### src/rtl/xregbank_arb.sv
// Round-robin arbiter that serialises single-word read/write transactions from
// NREQ requesters onto an external bank of NREG registers (enable/D out, Q in).
module xregbank_arb #(
    parameter int DATA_W = 32,
    parameter int N      = DATA_W,
    parameter int NREQ   = 4,
    parameter int NREG   = 8,
    parameter int ADDR_W = 3
) (
    input  logic                   clk,
    input  logic                   rst,
    input  logic [NREQ-1:0]        req,
    input  logic [NREQ-1:0]        we,
    input  logic [NREQ*ADDR_W-1:0] addr,
    input  logic [NREQ*N-1:0]      wdata,
    output logic [NREQ-1:0]        ack,
    output logic [N-1:0]           rdata,
    output logic [NREG-1:0]        reg_en,
    output logic [N-1:0]           reg_d,
    input  logic [NREG*N-1:0]      reg_q,
    output logic                   dbg_state
);

    localparam int PTR_W = $clog2(NREQ);

    typedef enum logic {
        IDLE = 1'b0,
        EXEC = 1'b1
    } state_t;

    // Handshake: a requester holds req/we/addr/wdata stable until its ack
    // pulse; ack lasts one cycle, and req seen high in the following IDLE
    // cycle is a new transaction.
    state_t            state_q, state_d;
    logic [PTR_W-1:0]  ptr_q, ptr_d;
    logic [PTR_W-1:0]  win_q, win_d;
    logic [NREQ-1:0]   ack_q, ack_d;
    logic [NREG-1:0]   reg_en_q, reg_en_d;
    logic [N-1:0]      reg_d_q, reg_d_d;
    logic [N-1:0]      rdata_q, rdata_d;

    logic              found;
    logic [PTR_W-1:0]  sel;
    logic [PTR_W-1:0]  idx;
    logic [ADDR_W-1:0] sel_addr;
    logic [N-1:0]      sel_wdata;
    logic [NREG-1:0]   addr_oh;
    logic [N-1:0]      rd_word;

    // Winner search and decode of the winner's address; an address with no
    // matching register yields an all-zero strobe and zero read data.
    always_comb begin
        found = 1'b0;
        sel   = '0;
        idx   = '0;
        for (int i = 0; i < NREQ; i++) begin
            idx = PTR_W'((int'(ptr_q) + i) % NREQ);
            if (!found && req[idx]) begin
                found = 1'b1;
                sel   = idx;
            end
        end
        sel_addr  = addr[int'(sel)*ADDR_W +: ADDR_W];
        sel_wdata = wdata[int'(sel)*N +: N];
        addr_oh   = '0;
        rd_word   = '0;
        for (int k = 0; k < NREG; k++) begin
            if (sel_addr == ADDR_W'(k)) begin
                addr_oh[k] = 1'b1;
                rd_word    = reg_q[k*N +: N];
            end
        end
    end

    always_comb begin
        state_d  = state_q;
        ptr_d    = ptr_q;
        win_d    = win_q;
        ack_d    = ack_q;
        reg_en_d = reg_en_q;
        reg_d_d  = reg_d_q;
        rdata_d  = rdata_q;
        case (state_q)
            IDLE: begin
                if (found) begin
                    state_d    = EXEC;
                    win_d      = sel;
                    ack_d      = '0;
                    ack_d[sel] = 1'b1;
                    if (we[sel]) begin
                        reg_en_d = addr_oh;
                        reg_d_d  = sel_wdata;
                    end else begin
                        rdata_d = rd_word;
                    end
                end
            end
            EXEC: begin
                state_d  = IDLE;
                ack_d    = '0;
                reg_en_d = '0;
                ptr_d    = (win_q == PTR_W'(NREQ - 1)) ? '0 : win_q + 1'b1;
            end
            default: state_d = IDLE;
        endcase
    end

    always_ff @(posedge clk) begin
        if (rst) begin
            state_q  <= IDLE;
            ptr_q    <= '0;
            win_q    <= '0;
            ack_q    <= '0;
            reg_en_q <= '0;
            reg_d_q  <= '0;
            rdata_q  <= '0;
        end else begin
            state_q  <= state_d;
            ptr_q    <= ptr_d;
            win_q    <= win_d;
            ack_q    <= ack_d;
            reg_en_q <= reg_en_d;
            reg_d_q  <= reg_d_d;
            rdata_q  <= rdata_d;
        end
    end

    assign ack       = ack_q;
    assign rdata     = rdata_q;
    assign reg_en    = reg_en_q;
    assign reg_d     = reg_d_q;
    assign dbg_state = (state_q == EXEC);

endmodule

### config.mk
export PLATFORM = sky130hd
export DESIGN_NAME = xregbank_arb
export DESIGN_NICKNAME = d
export VERILOG_FILES = /design/src/rtl/xregbank_arb.sv
export SDC_FILE = /design/constraint.sdc
export NUM_CORES = 1
export LEC_CHECK = 0
export ABC_AREA = 1
export CAP_MARGIN = 20
export CORE_AREA = 10 10 180 182
export CTS_CLUSTER_SIZE = 30
export DETAILED_ROUTE_END_ITERATION = 10
export DIE_AREA = 0 0 190 192
export PLACE_DENSITY = 0.57
export SLEW_MARGIN = 30
export SYNTH_ARGS = -nofsm -noshare
export SYNTH_HDL_FRONTEND = slang
export SYNTH_SLANG_ARGS = --single-unit
### constraint.sdc
create_clock -name clk -period 6.4 [get_ports clk]
set_input_delay 1.28 -clock clk [delete_from_list [all_inputs] [get_ports clk]]
set_output_delay 1.28 -clock clk [all_outputs]
set_load 0.05 [all_outputs]
==> metrics.md <==
| Metric | Value |
|---|---|
| Most frequent cell on the critical path | `nand2_1` |
| Share of cells above drive strength 1 | `0.04782` |
| Post-CTS Setup Bufs | `0` |
| Hold_buf cts | `0` |
| R2r startpoint | `ptr_q[0]$_SDFFE_PP0P_` |
| CTS clk-pin slew, worst paths | `roughly 0.07 ns` |
| Port-buffer cells | `between 400 and 500` |
| Min-delay src | `rdata[8]$_SDFFE_PP0P_` |
| Synth-to-Final Area Change | `88.39%` |
| Root Buffer | `clkbuf_16` |
| Die ar. | `36480 sq um` |
| CP arrival | `roughly 4.9 ns` |
| CP top delay family | `buffers and inverters` |
| Fin Setup TNS | `0 ns` |
| Vias | `about 8500` |
| Reg2Reg Setup Slack | `2.43 ns` |
| CTS Buffer Depth | `2` |
| Post_cts resized | `0` |
| Cells after Synth | `between 900 and 1000` |
| Seq/Total Area, Yosys | `0.2690` |
| Total wire length | `approximately 39000 microns` |
| Worst path slowest cell | `buf_4` |
| Post-Syn Area | `roughly 6000 sq um` |
| Clk_skew | `0.01528 ns` |
| Vias per Instance | `between 4 and 5` |
| Ys Warns | `0` |
| Slew Viols, Final | `0` |
| Num rows | `62` |
| R2R cell count | `17` |
| CTS tree | `yes` |
| Final #Nets | `1824` |
| Cell breakdown of the critical path | `clkdlybuf4s50_1 -> inv_1 -> nand2_1 -> nand3_1 -> nand2_2 -> nor2_4 -> nand3_2 -> nand3_2 -> nand2_1 -> inv_2 -> a22oi_1 -> nand2_1 -> inv_2 -> nor2_4 -> buf_4 -> o21ai_0 -> a41oi_1` |
| Commonest cells after routing, fill and taps aside | `482 x clkdlybuf4s50_1, 297 x nand2_1, 117 x nor2_1` |
| Max Cap Viol | `0` |
| WP data required | `6.66 ns` |
| Grt ovf | `0` |
| FILL cells | `2985` |
| Routability Congestion | `0.8472` |
| Drt wl/cell | `roughly 22 microns` |
| Period minus WS final | `about 4.6 ns` |
| Compound-Gate Fraction of Synth Area | `0.1868` |
| DRT Pass-1 Iters | `5` |
| Final WS setup | `1.762 ns` |
| Slew @ Worst Pin | `0.9639 ns` |
| Crit path largest cell delay | `approximately 0.58 ns` |
| Post-Synth Adder-Cell Area | `0.002076` |
| Worst slack, placed | `~1.1 ns` |
| Post-layout instance area | `11350 sq um` |
| Avg Synthesized Cell Area | `approximately 6.1 sq um` |
| R2r endpoint | `reg_d[30]$_SDFFE_PP0P_` |
| Die H | `192 microns` |
| Area of placed instances | `11020 sq um` |
| Largest net degree at the start of global routing | `73` |
| Die X | `between 150 and 200 microns` |
| Crit path buf inv count | `5` |
| Final ANT Viol Nets | `0` |
| CP max FO | `72` |
| CTS Sinks | `just over 80` |
| Global-route wire length before repair | `around 56000 microns` |
| Mux contribution to synthesized area | `0` |
| Worst Setup End Kind | `flip-flop` |
| Largest family of logic cells by synthesized area | `simple AND/OR/NAND/NOR gates` |
| CTS buffer count | `9` |
| I/O pin cnt | `a little under 500` |
| Max-slew headroom at the worst pin | `0.3574` |
| Clock Latency Late Sink | `roughly 0.35 ns` |
| Post-Syn Nets | `1389` |
| Initial Util | `0.2106` |
| Core region area | `~29000 sq um` |
| WS Path Type | `in -> reg` |
| Final period util | `0.7247` |
| CP endpoint | `reg_d[30]$_SDFFE_PP0P_` |
| Crit path depth | `17` |
| Antenna violations before repair | `5` |
| Lkg Pwr | `0.004377 uW` |
| Critical path startpoint | `req[3]` |
| RSZ-0062 raised after global routing | `no` |
| Dpl hpwl | `31450 microns` |
| GR Util All Layers | `0.2016` |
| DRC Markers | `0` |
| VDD IR-drop max | `about 0.00023 V` |
| H-tree depth | `3` |
| Fmax | `around 220 MHz` |
| Final-report setup violation count | `0` |
| Pwr dens | `between 400 and 500 nW/um^2` |
| Status | `complete, no violations` |
| Hold WC Path Type | `reg -> reg` |
| Fin. Hold Viols | `0` |
| DR iter-0 viols | `461` |
| Most common cell after layout, fill and taps aside | `clkdlybuf4s50_1` |
| CP Launch Type | `input pin` |
| Synth cell types | `31` |
| Post-synthesis simple-gate area fraction | `0.4449` |
| Vias in the first global route | `8896` |
| Synth Area in XOR/XNOR | `0` |
| Yosys reg bits | `81` |
-- where the power goes --
group	internal [uW]	switching (uW)	leakage [uW]	total, uW
sequential	684	106	0.000666	791
combinational	1190	2490	0.00358	3680
clock	278	241	0.000136	520
total	2150	2830	0.00438	4990
-- cells by family (layout without fill, tap and decap cells) --
group,Yosys count,in the layout
AO/OA/AOI/OAI,182,182
other,0,4
buffers and inverters,120,560
AND/OR/NAND/NOR,598,598
flip-flops,81,81
adder cells (fa/ha/maj),1,1
-- worst min-delay path: stages (launching register included) --
cell	delay [ns]
dfxtp_1	0.31
nand2_1	0.06
a21oi_1	0.06
-- registers in the layout, indices dropped and copies added, names as in the netlist --
register and count:
dbg_state 1, ack 4, rdata 32, reg_en 8, ptr_q 2, win_q 2, reg_d 32
-- cell usage after synthesis --
master / count / area [sq um]
nand2_8: 1 / 20.02
nor2_4: 7 / 78.83
ha_1: 1 / 12.51
nor2_2: 3 / 18.77
clkbuf_1: 25 / 93.84
a22oi_1: 34 / 255.2
nor2_1: 117 / 439.2
o21ai_1: 30 / 150.1
dfxtp_1: 81 / 1622
inv_4: 1 / 6.260
a41oi_1: 32 / 280.3
inv_8: 1 / 11.26
inv_2: 8 / 30.03
nor3_4: 2 / 32.53
nand2_2: 9 / 56.30
o211a_1: 1 / 10.01
nand2_1: 297 / 1115
o21ai_0: 16 / 80.08
nor2_8: 1 / 20.02
buf_1: 1 / 3.750
a32o_1: 1 / 10.01
buf_6: 9 / 101.4
inv_1: 40 / 150.1
buf_4: 6 / 45.04
nand4_1: 40 / 250.2
nand3_1: 113 / 565.5
clkinv_1: 1 / 3.750
a21oi_1: 68 / 340.3
nand3_2: 4 / 40.04
buf_2: 28 / 140.1
nand2_4: 4 / 45.04
-- through the flow --
step / std cells / total power [uW] / hold WS (ns) / utilization
global placement: 1789 / 4494 / 0.4484 / 0.3851
CTS: 1805 / 5046 / 0.4657 / 0.3952
floorplan: 982 / 3285 / 0.4637 / -
finish: 1810 / 4989 / 0.4660 / 0.3967
detailed placement: 1789 / 4497 / 0.4559 / 0.3851
global route: 1810 / 5381 / 0.4829 / 0.3967
-- cell type report --
type                    instances  area [sq um]  area share
inverters                      51         201.4     0.01774
diodes                          4         10.01   0.0008815
well taps                     384         480.5     0.04231
flip-flops and latches         81          1622      0.1428
clock buffers                  10         239.0     0.02105
clock inverters                 6         50.05    0.004408
repair buffers                493          4927      0.4339
multi-input cells             781          3825      0.3369
-- worst min-delay path by stage --
stage                                   to  slack (ns)  cells past startpoint
global route         rdata[8]$_SDFFE_PP0P_        0.48                      2
global placement    reg_en[2]$_SDFFE_PP0P_        0.45                      2
CTS                  rdata[8]$_SDFFE_PP0P_        0.47                      2
floorplan            win_q[0]$_SDFFE_PP0P_        0.46                      2
finish               rdata[8]$_SDFFE_PP0P_        0.47                      2
detailed placement   rdata[8]$_SDFFE_PP0P_        0.46                      2
-- layer usage --
| metal | global-route usage | vias to the layer above | share of wire |
|---|---|---|---|
| met5 | 0 | - | 0.00033 |
| met4 | 0.05403 | 2 | 0.013 |
| met3 | 0.07780 | 28 | 0.097 |
| met2 | 0.3607 | 366 | 0.51 |
| met1 | 0.2168 | 3926 | 0.38 |
| li1 | - | 4211 | - |
Note: power is estimated with default switching activity, not from simulation.
